**src/rtl/round_controller.sv**
```systemverilog
// round_controller: round FSM with block-memory fill, frame/step sequencing,
// lives and blocks bookkeeping. Optional pause when ROUND_CTRL_PAUSE_EN is defined.
// Ports: clk_i, reset_i (sync, active-high), frame_tick_i, btn_release_i,
//   btn_pause_i (pause build only), start_update_o, step_complete_i,
//   hit_block_i, ball_lost_i, phys_* (port A request / phys_rdata_o),
//   mem_* (port A drive / mem_rdata_i), lives_o, blocks_left_o,
//   game_over_o, level_cleared_o.
module round_controller #(
  parameter int BLOCK_COUNT        = 72,
  parameter int STEPS_PER_FRAME    = 12,
  parameter int LIVES_INIT         = 3,
  parameter int CLEAR_PAUSE_FRAMES = 120
) (
  input  logic       clk_i,
  input  logic       reset_i,
  input  logic       frame_tick_i,
  input  logic       btn_release_i,
`ifdef ROUND_CTRL_PAUSE_EN
  input  logic       btn_pause_i,
`endif
  output logic       start_update_o,
  input  logic       step_complete_i,
  input  logic       hit_block_i,
  input  logic       ball_lost_i,
  input  logic [6:0] phys_addr_i,
  input  logic       phys_we_i,
  input  logic       phys_wdata_i,
  output logic       phys_rdata_o,
  output logic [6:0] mem_addr_o,
  output logic       mem_we_o,
  output logic       mem_wdata_o,
  input  logic       mem_rdata_i,
  output logic [1:0] lives_o,
  output logic [6:0] blocks_left_o,
  output logic       game_over_o,
  output logic       level_cleared_o
);

  localparam int SW = $clog2(STEPS_PER_FRAME + 1);
  localparam int PW = $clog2(CLEAR_PAUSE_FRAMES + 1);
  localparam logic [6:0]    BC    = 7'(BLOCK_COUNT);
  localparam logic [1:0]    LI    = 2'(LIVES_INIT);
  localparam logic [SW-1:0] STEPS = SW'(STEPS_PER_FRAME);
  localparam logic [PW-1:0] PLAST = PW'(CLEAR_PAUSE_FRAMES - 1);

  typedef enum logic [2:0] {
    S_FILL, S_IDLE, S_RUN, S_CLEARED, S_OVER
  } state_t;

  state_t        state_q, state_d;
  logic [6:0]    fill_q, fill_d;
  logic          start_q, start_d;
  logic [1:0]    lives_q, lives_d;
  logic [6:0]    blocks_q, blocks_d;
  logic          over_q, over_d;
  logic          clr_q, clr_d;
  logic [SW-1:0] step_q, step_d, step_inc;
  logic [PW-1:0] pcnt_q, pcnt_d;
  logic          hit_q, rel_q;
  logic          hit_rise, rel_rise;
  logic          paused;

`ifdef ROUND_CTRL_PAUSE_EN
  logic paused_q, pbtn_q;

  always_ff @(posedge clk_i) begin
    if (reset_i) begin
      paused_q <= 1'b0;
      pbtn_q   <= 1'b0;
    end else begin
      pbtn_q <= btn_pause_i;
      if (btn_pause_i && !pbtn_q) paused_q <= ~paused_q;
    end
  end

  assign paused = paused_q;
`else
  assign paused = 1'b0;
`endif

  assign hit_rise = hit_block_i & ~hit_q;
  assign rel_rise = btn_release_i & ~rel_q;
  assign step_inc = step_q + SW'(1);

  always_comb begin
    state_d  = state_q;
    fill_d   = fill_q;
    start_d  = 1'b0;
    lives_d  = lives_q;
    blocks_d = blocks_q;
    over_d   = over_q;
    clr_d    = clr_q;
    step_d   = step_q;
    pcnt_d   = pcnt_q;
    if (hit_rise && blocks_q != 7'd0) blocks_d = blocks_q - 7'd1;
    if (ball_lost_i && lives_q != 2'd0) lives_d = lives_q - 2'd1;
    unique case (state_q)
      S_FILL: begin
        if (fill_q == BC) begin
          fill_d  = 7'd0;
          state_d = S_IDLE;
        end else begin
          fill_d = fill_q + 7'd1;
        end
      end
      S_IDLE: begin
        if (frame_tick_i && !paused) begin
          start_d = 1'b1;
          step_d  = '0;
          state_d = S_RUN;
        end
      end
      S_RUN: begin
        if (step_complete_i) begin
          step_d = step_inc;
          // Decide on post-update counts so a hit/loss on the last step counts.
          if (step_inc == STEPS) begin
            if (blocks_d == 7'd0) begin
              state_d = S_CLEARED;
              clr_d   = 1'b1;
              pcnt_d  = '0;
            end else if (lives_d == 2'd0) begin
              state_d = S_OVER;
              over_d  = 1'b1;
            end else begin
              state_d = S_IDLE;
            end
          end
        end
      end
      S_CLEARED: begin
        if (frame_tick_i && !paused) begin
          if (pcnt_q == PLAST) begin
            state_d  = S_FILL;
            fill_d   = 7'd0;
            pcnt_d   = '0;
            blocks_d = BC;
            clr_d    = 1'b0;
          end else begin
            pcnt_d = pcnt_q + PW'(1);
          end
        end
      end
      S_OVER: begin
        if (rel_rise) begin
          state_d  = S_FILL;
          fill_d   = 7'd0;
          lives_d  = LI;
          blocks_d = BC;
          over_d   = 1'b0;
        end
      end
      default: state_d = S_FILL;
    endcase
  end

  always_ff @(posedge clk_i) begin
    if (reset_i) begin
      state_q  <= S_FILL;
      fill_q   <= 7'd0;
      start_q  <= 1'b0;
      lives_q  <= LI;
      blocks_q <= BC;
      over_q   <= 1'b0;
      clr_q    <= 1'b0;
      step_q   <= '0;
      pcnt_q   <= '0;
      hit_q    <= 1'b0;
      rel_q    <= 1'b0;
    end else begin
      state_q  <= state_d;
      fill_q   <= fill_d;
      start_q  <= start_d;
      lives_q  <= lives_d;
      blocks_q <= blocks_d;
      over_q   <= over_d;
      clr_q    <= clr_d;
      step_q   <= step_d;
      pcnt_q   <= pcnt_d;
      hit_q    <= hit_block_i;
      rel_q    <= btn_release_i;
    end
  end

  // Filler owns port A during FILL; physics sees it transparently otherwise.
  always_comb begin
    if (state_q == S_FILL) begin
      mem_addr_o   = fill_q;
      mem_we_o     = 1'b1;
      mem_wdata_o  = (fill_q != BC);
      phys_rdata_o = 1'b0;
    end else begin
      mem_addr_o   = phys_addr_i;
      mem_we_o     = phys_we_i;
      mem_wdata_o  = phys_wdata_i;
      phys_rdata_o = mem_rdata_i;
    end
  end

  assign start_update_o  = start_q;
  assign lives_o         = lives_q;
  assign blocks_left_o   = blocks_q;
  assign game_over_o     = over_q;
  assign level_cleared_o = clr_q;

endmodule

```
**config.mk**
```make
export PLATFORM = sky130hd
export DESIGN_NAME = round_controller
export DESIGN_NICKNAME = d
export VERILOG_FILES = /design/src/rtl/round_controller.sv
export SDC_FILE = /design/constraint.sdc
export NUM_CORES = 1
export LEC_CHECK = 0
export BUFFER_PORTS_ARGS = -buffer_cell sky130_fd_sc_hd__clkbuf_2
export CAP_MARGIN = 20
export CORE_ASPECT_RATIO = 0.5
export CORE_MARGIN = 5
export CORE_UTILIZATION = 43
export DETAILED_ROUTE_END_ITERATION = 10
export SLEW_MARGIN = 20
export SYNTH_ARGS = -nofsm -noshare
export SYNTH_HDL_FRONTEND = slang
export SYNTH_SLANG_ARGS = --single-unit
```
**constraint.sdc**
```tcl
create_clock -name clk_i -period 2.37 [get_ports clk_i]
set_clock_uncertainty 0.1 [all_clocks]
set_input_delay 0.1185 -clock clk_i [delete_from_list [all_inputs] [get_ports clk_i]]
set_output_delay 0.1185 -clock clk_i [all_outputs]
set_load 0.01 [all_outputs]
```
After elaboration in Yosys (flattened, before gate mapping)
Cells that the tools add are included.

Register bits after elaboration: 35. Output and inout port bits: 22. Logic and storage cells: 106.

$add $sub $neg: 5. Eq/ne operators: 18. Mux-type cells: 49. Bitwise operators: 5. Reductions and logical operators: 18.

Operators with widths (count): 7-bit 2-to-1 mux (14); 7-bit one-hot mux with 2 select lines (2); 3-bit 2-to-1 mux (9); 7-bit one-hot mux with 3 select lines (1); 2-bit != test (second input constant) (10); 3-bit one-hot mux with 5 select lines (1); 7-bit by 1-bit adder with 7-bit output (second input constant) (2); 7-bit equality test (second input constant) (2); 1-bit 2-to-1 mux (14); 6-bit AND reduction (2); 4-bit 2-to-1 mux (2); 4-bit one-hot mux with 2 select lines (1); 2-bit nonzero test (4); 7-bit logical NOT (1); 7-bit != test (second input constant) (1); 7-bit AND reduction (1); 7-bit nonzero test (1); 7-bit by 1-bit subtractor with 7-bit output (second input constant) (1); 3-bit by 2-bit equality test with 1-bit output (second input constant) (2); 2-bit 2-to-1 mux (3); 5-bit AND reduction (1); 4-bit by 1-bit adder with 4-bit output (second input constant) (1); 4-bit equality test (second input constant) (1); 1-bit one-hot mux with 2 select lines (2); 12 further kinds (16).

Depth between registers and ports, before layout
Gate-level depths: netlist (run 1).

Depth in word-level cells: 9. Gate-level depth with buffers: 8. Mapped depth without buffers: 8.

Least setup slack after synthesis (run 1)
OpenSTA, ideal clock, no wires.

Kind: register to register. From: register blocks_q[0] (netlist: blocks_left_o[0]). To: register pcnt_q[1]. Data arrival time: 1.988 ns. Data required time: 2.131 ns. Setup slack: 0.143 ns. Cell stages (with the launch flop): 9. Buffers on the path: 0. Clock period less this slack: 2.227 ns. Cell sequence: dfxtp_1 > inv_1 > ha_1 > nor3b_2 > a21oi_4 > and3_1 > o221ai_2 > nor4b_4 > o32ai_1.

Cells in the longest elaborated chain, start to end: 6. Elaborated cells between the ends (all ways): 7.

RTL lines: start, declared (line 54) `logic [6:0] blocks_q, blocks_d;`; start signal, assigned (line 175) `blocks_q <= blocks_d;`; parallel branches: the longest is 2 deep, another holds 7-bit by 1-bit subtractor with 7-bit output; 7-bit 2-to-1 mux (*) (line 95) `if (hit_rise && blocks_q != 7'd0) blocks_d = blocks_q - 7'd1;`; 7-bit logical NOT (*) (line 118) `if (blocks_d == 7'd0) begin`; 2-bit != test (no source line) (*); 5-bit AND reduction (no source line) (*); end signal, assigned (line 179) `pcnt_q <= pcnt_d;`; end, declared (line 58) `logic [PW-1:0] pcnt_q, pcnt_d;`.

Every way passes the cells marked *. A chain may end at the register's enable or synchronous reset.

Worst setup path in the final report (run 1)
From: register blocks_q[1] (netlist: blocks_left_o[1]). To: register pcnt_q[4].

Same word-level chain as after synthesis.

==> metrics.txt, run 1 <==
initial core utilization=43.5%; Mean Syn Cell Area=8.36 um^2; Multi-input gate area=1350 um^2; CP startpoint=blocks_left_o[1]; nets=329; per-cell routed wire length=13.1 um; Reg2Reg Capture Point=pcnt_q[4]; startpoint types=register; synth top area cells=dfxtp_1, nor2_1, xor2_1; synthesis-to-finish area growth=22.5%; Worst-Skew Late Latency=0.29 ns; Core Util, Final=53.3%; leakage=1.11 nW; Reg2Reg Setup Slack=0.14 ns; max cap viols=0; DRC violations left=0; Slew @ Worst Pin=0.470 ns; VDD IR max=0.266 mV; synth cell count leaders=dfxtp_1, nor2_1, nand2_1; CTS buffer count=5; Syn Inst Count=252; Antenna Cells=0; Period minus WS final=2.23 ns; vias in the first global route=1809; HP Class=primary input to register; Yosys top cell area share=33.3%; critical path type=register to register; clk buf depth=2; CTS tree=done; CP arrival=2.30 ns; Site Rows=18; status=complete, no violations; via/cell ratio=5.21; IO Pins=39; Die H=59.5 um; Syn. warnings=0; # fillers=461; Core Box Area=4840 um^2; register area=701 um^2; cell with the most instances after synthesis=dfxtp_1; Seq/Total Area, Yosys=33.3%; RR Startpoint=blocks_left_o[1]; setup TNS=0 ns; Yosys cell types=51; post-synthesis async set-or-reset flop share=0%; first-pass detailed-route iteration total=4; post-DP HPWL=3.61 mm; CTS Root Cell=clkbuf_8; top_reg_cell synth=dfxtp_1; initial antenna violation count=0; Remaining Overflow, GRT=0; fmax=449 MHz; clock sink count=35; Placer Congestion=0.788; Overall Power=1.37 mW; Reg clk slew, reported paths=0.07 ns; DIE AREA=6480 um^2; final hold violation count=0; path depth of the worst reg2reg path=9; pre-CTS setup slack=0.0417 ns; DRT iter0 DRCs=77; period utilisation layout=94.0%; pwr/cell area=532 nW/um^2; Post-synth EDFFs=0; All-Layer GR Usage=16.0%; ANT nets after route=0; first-pass GRT wire length=8.15 mm; H-tree depth=2; Mapped Nets=276; Crit Path Max Fanout=8; worst rel slew slack=68.5%; Synth Cell Area=2110 um^2; Max Slew Vio Count=0; Critical Path End=pcnt_q[4]; routed via count=1953; share of cells above drive strength 1=24.9%; Die W=109 um; Seq cells post-synth=35; element type at the critical path end=register; Post-Route WL=4.92 mm; final worst setup slack=0.143 ns; largest net degree at the start of global routing=24; # setup viols final=0; PortBufs=38; Critical Path RT=2.44 ns; dominant cell type by area after synthesis=dfxtp_1
==> final cells by class <==
cell class / count / area share [%]
inverter: 8 / 1.16
timing repair buffer: 53 / 11.9
clock inverter: 1 / 1.16
multi-input combinational: 202 / 52.4
clock buffer: 6 / 2.81
tap: 70 / 3.40
sequential: 35 / 27.2
==> cell usage in the layout, fill, tap and decap left out, types with 5 or more instances in the layout <==
cell	instances
inv_1	8
ha_1	7
nor2b_1	8
clkbuf_8	5
mux2_2	7
nor2_1	31
nand3b_1	6
nand2_1	24
clkbuf_2	38
or3_1	5
nand4_1	6
dfxtp_1	35
nand2b_1	11
nor3_1	10
nand3_1	6
xor2_1	11
buf_4	13
a21oi_1	11
==> how the worst min path moves through the flow <==
stage,cells after the start,slack (ns),startpoint,endpoint
global placement,2,0.26,btn_release_i,rel_q
finish,3,0.02,reset_i,lives_o[0]
global route,3,0.05,reset_i,lives_o[0]
floorplan,2,0.14,reset_i,lives_o[0]
detailed placement,2,0.27,btn_release_i,rel_q
CTS,3,0.03,reset_i,lives_o[0]
==> registers in the layout, indices dropped and copies added, names as in the netlist <==
register         count
step_q               4
rel_q                1
blocks_left_o        7
fill_q               7
pcnt_q               7
hit_q                1
game_over_o          1
start_update_o       1
level_cleared_o      1
state_q              3
lives_o              2
==> what timing repair did <==
action	in CTS	in global routing
resized for setup	0	1
hold endpoints to repair	2	0
hold buffers	2	0
endpoints found under the setup margin	0	6
setup buffers	0	4
==> kinds of logic after synthesis <==
| logic type | Yosys count | synth area share, % |
|---|---|---|
| xor gates and xnor gates | 14 | 5.82 |
| buffers and inverters | 15 | 2.91 |
| muxes | 9 | 4.69 |
| AOI/OAI and AO/OA | 41 | 13.7 |
| DFF | 35 | 33.3 |
| adders and majority gates | 7 | 4.16 |
| and+or+nand+nor | 131 | 35.5 |
==> through the flow <==
stage                     hold WS [ns]  cells  instance area, um^2
after floorplan                  0.143    252                 2110
after global placement           0.262    362                 2420
after detailed placement         0.271    362                 2420
after CTS                       0.0252    371                 2540
after global routing            0.0541    375                 2580
final                           0.0190    375                 2580
==> power by group <==
part           internal (mW)  switching, mW
logic                  0.102          0.112
clock network          0.308          0.211
registers              0.609         0.0282
total                   1.02          0.352
==> layer usage <==
metal	vias up	track usage, %	routed length [um]
met4	0	5.04	53
met5	-	0	0
met3	9	4.90	310
met2	62	25.5	2150
li1	1002	-	-
met1	880	20.8	2410
==> critical path, cell delays in order (launching register included) <==
cell,delay (ns)
dfxtp_1,0.38
inv_1,0.08
ha_1,0.20
nor3b_2,0.18
a21oi_4,0.24
and3_1,0.22
o221ai_2,0.15
nor4b_4,0.29
buf_4,0.18
o22ai_1,0.09
(Power assumes the default switching activity.)
==> inputs of run 2 (changes only) <==
==> constraint.sdc (replaced) <==
create_clock -name clk_i -period 2.2 [get_ports clk_i]
set_clock_uncertainty 0.1 [all_clocks]
set_input_delay 0.11 -clock clk_i [delete_from_list [all_inputs] [get_ports clk_i]]
set_output_delay 0.11 -clock clk_i [all_outputs]
set_load 0.01 [all_outputs]
==> run 2 against run 1 <==
Largest cell class unchanged. Total power up 3.8%. Global-route usage grew 0.32 points. Sequential power grew 8.0%. Critical path depth decreased by 2. Routed wire length rose by 4.8%. Setup slack worse by 0.041 ns. Clock-buffer cell count up 1. Sequential share of layout area is 0.91 points lower. Register-to-register slack worse by 0.04 ns. Via count is 2.0% higher. Non-clock buffer count rose by 4.
==> metrics.txt, run 2 (synthesized netlist as in run 1, its figures left out) <==
max cap viols=0 (unchanged); Final Cell Area=2680 um^2 (+3.8%); final hold violation count=0 (unchanged); first-pass GRT wire length=8.39 mm (+3.0%); # setup viols final=0 (unchanged); leading cell type in the layout, fill and taps excluded=clkbuf_2; PortBufs=38 (unchanged); power share of the clock group=31.9% (-6.0 points); Die W=109 um (unchanged); pwr/cell area=531 nW/um^2 (about the same); ANT nets after route=0 (unchanged); leakage=1.13 nW (+1.7%); sequential power share=48.4% (+1.9 points); CTS tree=done; IO Pins=39 (unchanged); element type at the critical path end=register; largest net degree at the start of global routing=24 (unchanged); switching pwr=0.407 mW (+16%); Gate power share=19.7% (+4.1 points); VDD IR max=0.403 mV (+52%); DRT iter0 DRCs=104 (+35%); max incr delay on CP=0.40 ns (+0.02 ns); clock sink count=35 (unchanged); period utilisation layout=95.4% (+1.4 points); most frequent cells in the layout=clkbuf_2, dfxtp_1, nor2_1; dpl cell area=2460 um^2 (+1.9%); post-DP HPWL=3.79 mm (+5.0%); fmax=477 MHz (+6.2%); Period minus WS final=2.10 ns (-0.129 ns); first-pass detailed-route iteration total=4 (unchanged); CP arrival=2.16 ns (-0.14 ns); worst rel slew slack=69.8% (+1.2 points); Crit Path Max Fanout=6 (-2); routed via count=1992 (+2.0%); Core Box Area=4840 um^2 (unchanged); Worst Path Buf+Inv=1 (-1); Placer Congestion=0.821 (+4.2%); Post-Route WL=5.15 mm (+4.8%); All-Layer GR Usage=16.3% (+0.32 points); Remaining Overflow, GRT=0 (unchanged); slowest stage cell, crit path=dfxtp_1; share of cells above drive strength 1=30.3% (+5.4 points); # fillers=449 (-2.6%); synthesis-to-finish area growth=27.2%; DIE AREA=6480 um^2 (unchanged); Reg clk slew, reported paths=0.07 ns (about the same); Net Sw Frac=28.6% (+2.9 points); startpoint types=register; Worst-Skew Late Latency=0.28 ns (about the same); Critical Path RT=2.27 ns (-0.17 ns); HP Class=primary input to register; final worst setup slack=0.102 ns (-0.0409 ns); Max Slew Vio Count=0 (unchanged); clk buf depth=2 (unchanged); nets=333 (+1.2%); per-cell routed wire length=13.6 um (+3.4%); DRC violations left=0 (unchanged); H-tree depth=2 (unchanged); status=complete, no violations; Overall Power=1.42 mW (+3.8%); Pint=1.02 mW (-0.32%); Antenna Cells=0 (unchanged); Site Rows=18 (unchanged); CTS buffer count=5 (unchanged); via/cell ratio=5.24 (+0.65%); initial antenna violation count=0 (unchanged); Slew @ Worst Pin=0.451 ns (-0.0194 ns); critical path type=register to register; setup TNS=0 ns (unchanged); vias in the first global route=1830 (+1.2%); pre-CTS setup slack=0.00424 ns (-0.0375 ns); initial core utilization=43.5% (unchanged); Die H=59.5 um (unchanged); crit-path cells=nor4b_4 > nand4b_1 > a31oi_2 > o221ai_4 > buf_4 > nor4_1 > nor3_1; CTS Root Cell=clkbuf_8; Worst path top cell family by delay=simple AND/OR/NAND/NOR gates
-- run 2: final cells by class --
cell class	count	area, um^2	area share [%]
Tap cell	70	87.6	3.27
Clock buffer	7	76.3	2.85
Sequential cell	35	703	26.3
Timing Repair Buffer	57	335	12.5
Multi-Input combinational cell	202	1440	53.8
Clock inverter	1	5.00	0.187
Inverter	8	30.0	1.12
-- run 2: worst reg2reg max path, stage by stage, from the launching register on --
cell and delay, ns:
dfxtp_1 0.40, nor4b_4 0.38, nand4b_1 0.16, a31oi_2 0.26
o221ai_4 0.18, buf_4 0.17, nor4_1 0.25, nor3_1 0.09
-- run 2: power by group through the flow --
stage / clock network, mW / logic, mW / registers (mW)
2_1_floorplan: 0 / 0.144 / 0.703
3_3_place_gp: 0 / 0.226 / 0.698
3_5_place_dp: 0 / 0.234 / 0.699
4_1_cts: 0.463 / 0.236 / 0.684
5_1_grt: 0.498 / 0.310 / 0.693
6_report: 0.454 / 0.280 / 0.689
-- run 2: metal layers --
layer	vias up	GRT usage [%]	part of all wire, %
met3	4	4.24	4.7
met4	0	3.60	0.52
met5	-	0	0
li1	1012	-	-
met1	936	21.8	50
met2	40	26.5	45
-- run 2: final timing paths --
check | end | slack, ns | startpoint | cells past startpoint
worst max-delay path | pcnt_q[5] | 0.10 | blocks_left_o[3] | 7
worst min-delay path | hit_q | 0.008 | hit_block_i | 2
worst max register to register | pcnt_q[5] | 0.10 | blocks_left_o[3] | 7
worst min register to register | game_over_o | 0.38 | game_over_o | 2
-- run 2: metrics by stage --
| step | util [%] | cells | hold slack (ns) |
|---|---|---|---|
| 2_1_floorplan | - | 252 | 0.134 |
| 3_3_place_gp | 50.9 | 368 | 0.253 |
| 3_5_place_dp | 50.9 | 368 | 0.267 |
| 4_1_cts | 52.9 | 378 | 0.00284 |
| 5_1_grt | 55.3 | 380 | 0.0173 |
| 6_report | 55.3 | 380 | 0.00791 |
-- run 2: timing repair --
action	CTS	global route
endpoints found under the hold margin	1	0
resized for setup	0	21
endpoints found under the setup margin	2	10
hold buffers	1	0
pin swaps	1	5
buffers inserted	1	2
==> inputs of run 3 (changes only) <==
--- a/config.mk
+++ b/config.mk
@@ -11,6 +11,7 @@
 export CORE_MARGIN = 5
 export CORE_UTILIZATION = 43
 export DETAILED_ROUTE_END_ITERATION = 10
+export PLACE_DENSITY = 0.61
 export SLEW_MARGIN = 20
 export SYNTH_ARGS = -nofsm -noshare
 export SYNTH_HDL_FRONTEND = slang
==> run 3 against run 2 <==
Total power increased by 7.7%. Routed wire length decreased by 2.9%. Critical path depth increased by 2. Final cell count decreased by 0.26%. Highest routed layer unchanged. Largest power group unchanged.
==> metrics.txt, run 3 (synthesized netlist as in run 1, its figures left out) <==
status=complete, no violations; HP Class=primary input to register; post-DP HPWL=3.77 mm (-0.42%); CTS buffer count=5 (unchanged); nets=332 (-0.30%); Final Cell Area=2650 um^2 (-0.89%); leakage=1.14 nW (+0.56%); GR Layer Usage met1=20.0% (-1.8 points); crit-path cells=inv_1 > ha_1 > nor3b_4 > a21oi_4 > mux2i_1 > and3_1 > nor4b_4 > buf_4 > o21a_1; met3 usage=4.13% (-0.11 points); RR Startpoint=blocks_left_o[0]; VDD IR max=0.339 mV (-16%); Pint=1.14 mW (+12%); largest net degree at the start of global routing=24 (unchanged); hold_ws=0.0512 ns (+0.0433 ns); IO Pins=39 (unchanged); CP arrival=2.21 ns (+0.05 ns); Die W=109 um (unchanged); Max Slew Vio Count=0 (unchanged); Critical Path RT=2.28 ns (about the same); CTS tree=done; ANT nets after route=0 (unchanged); power share of the clock group=39.3% (+7.4 points); fmax=471 MHz (-1.2%); pwr/cell area=578 nW/um^2 (+8.7%); CP startpoint=blocks_left_o[0]; Reg clk slew, reported paths=0.07 ns (about the same); Overall Power=1.53 mW (+7.7%); Reg2Reg Capture Point=level_cleared_o; M2 GR Usage=26.4% (-0.17 points); Gate power share=15.9% (-3.8 points); synthesis-to-finish area growth=26.0%; Die H=59.5 um (unchanged); slowest stage cell, crit path=dfxtp_1; # setup viols final=0 (unchanged); Slew @ Worst Pin=0.461 ns (+0.0102 ns); Period minus WS final=2.12 ns (+0.0251 ns); clock sink count=35 (unchanged); Remaining Overflow, GRT=0 (unchanged); Placer Congestion=0.838 (+2.1%); global route hottest layer=met2; sequential power share=44.8% (-3.6 points); DRC violations left=0 (unchanged); switching pwr=0.394 mW (-3.2%); # fillers=458 (+2.0%); initial core utilization=43.5% (unchanged); Antenna Cells=0 (unchanged); DIE AREA=6480 um^2 (unchanged); Site Rows=18 (unchanged); path depth of the worst reg2reg path=9 (+2); element type at the critical path end=register; Post-Route WL=5.00 mm (-2.9%); routed via count=1992 (unchanged); Core Box Area=4840 um^2 (unchanged); first-pass GRT wire length=8.01 mm (-4.5%); startpoint types=register; All-Layer GR Usage=15.8% (-0.49 points); final hold violation count=0 (unchanged); Hold Crit Start=step_complete_i; dpl cell area=2460 um^2 (-0.30%); CTS Root Cell=clkbuf_8; max cap viols=0 (unchanged); DRT iter0 DRCs=137 (+32%); initial antenna violation count=0 (unchanged); H-tree depth=2 (unchanged); Crit Path Max Fanout=6 (unchanged); Core Util, Final=54.8% (-0.49 points); Critical Path End=level_cleared_o; Net Sw Frac=25.7% (-2.9 points); critical path type=register to register; max incr delay on CP=0.33 ns (-0.07 ns); most frequent cells in the layout=clkbuf_2, dfxtp_1, nor2_1; leading cell type in the layout, fill and taps excluded=clkbuf_2; Worst-Skew Late Latency=0.29 ns (about the same); PortBufs=38 (unchanged); worst rel slew slack=69.1% (-0.69 points); vias in the first global route=1779 (-2.8%); via/cell ratio=5.26 (+0.26%); clk buf depth=2 (unchanged); period utilisation layout=96.5% (+1.1 points); per-cell routed wire length=13.2 um (-2.6%); share of cells above drive strength 1=28.5% (-1.8 points); Reg2Reg Setup Slack=0.08 ns (-0.03 ns); first-pass detailed-route iteration total=4 (unchanged)
==> run 3: final cells by class <==
type	count	area [um^2]	share of cell area, %
Timing Repair Buffer	56	330	12.4
Inverter	8	30.0	1.13
Multi-Input combinational cell	202	1390	52.2
Tap cell	70	87.6	3.30
Clock buffer	6	82.6	3.11
Clock inverter	2	35.0	1.32
Sequential cell	35	702	26.4
==> run 3: power by group through the flow <==
stage          clock [mW]  sequential, mW  combinational [mW]
2_1_floorplan           0           0.703               0.144
3_3_place_gp            0           0.699               0.220
3_5_place_dp            0           0.700               0.227
4_1_cts             0.620           0.685               0.233
5_1_grt             0.646           0.690               0.270
6_report            0.603           0.686               0.243
==> run 3: stage by stage <==
| step | TNS [ns] | std cells | worst slack, ns |
|---|---|---|---|
| after global placement | 0 | 367 | 0.114 |
| after floorplan | 0 | 252 | 0.00504 |
| after global routing | -0.0771 | 379 | -0.0260 |
| after CTS | 0 | 377 | 0.0169 |
| final | 0 | 379 | 0.0770 |
| after detailed placement | 0 | 367 | 0.0225 |
==> run 3: worst max-delay path, delay by kind of cell, from the launching register on <==
family / cells / cell delay, ns
mux: 1 / 0.20
fa+ha+maj: 1 / 0.24
simple gates: 3 / 0.54
buf+inv: 2 / 0.24
flops: 1 / 0.33
compound gates: 2 / 0.36
==> run 3: routing by layer <==
| metal | routed length [um] | up-vias | share of wire (%) |
|---|---|---|---|
| li1 | - | 1006 | - |
| met1 | 2380 | 928 | 48 |
| met2 | 2290 | 53 | 46 |
| met3 | 290 | 5 | 5.8 |
| met4 | 36 | 0 | 0.72 |
| met5 | 0 | - | 0 |
==> run 3: worst min path at each step <==
stage	end	slack, ns	cells after the start
floorplan	lives_o[0]	0.13	2
global placement	rel_q	0.25	2
detailed placement	rel_q	0.26	2
CTS	step_q[0]	0.04	4
finish	step_q[0]	0.05	4
global route	step_q[0]	0.08	4
==> run 3: repair_timing <==
item / in CTS / in global routing
pin swaps: 0 / 5
hold endpoints to repair: 2 / 0
hold buffers: 2 / 0
setup buffers: 0 / 2
endpoints found under the setup margin: 1 / 11
resized for setup: 1 / 9
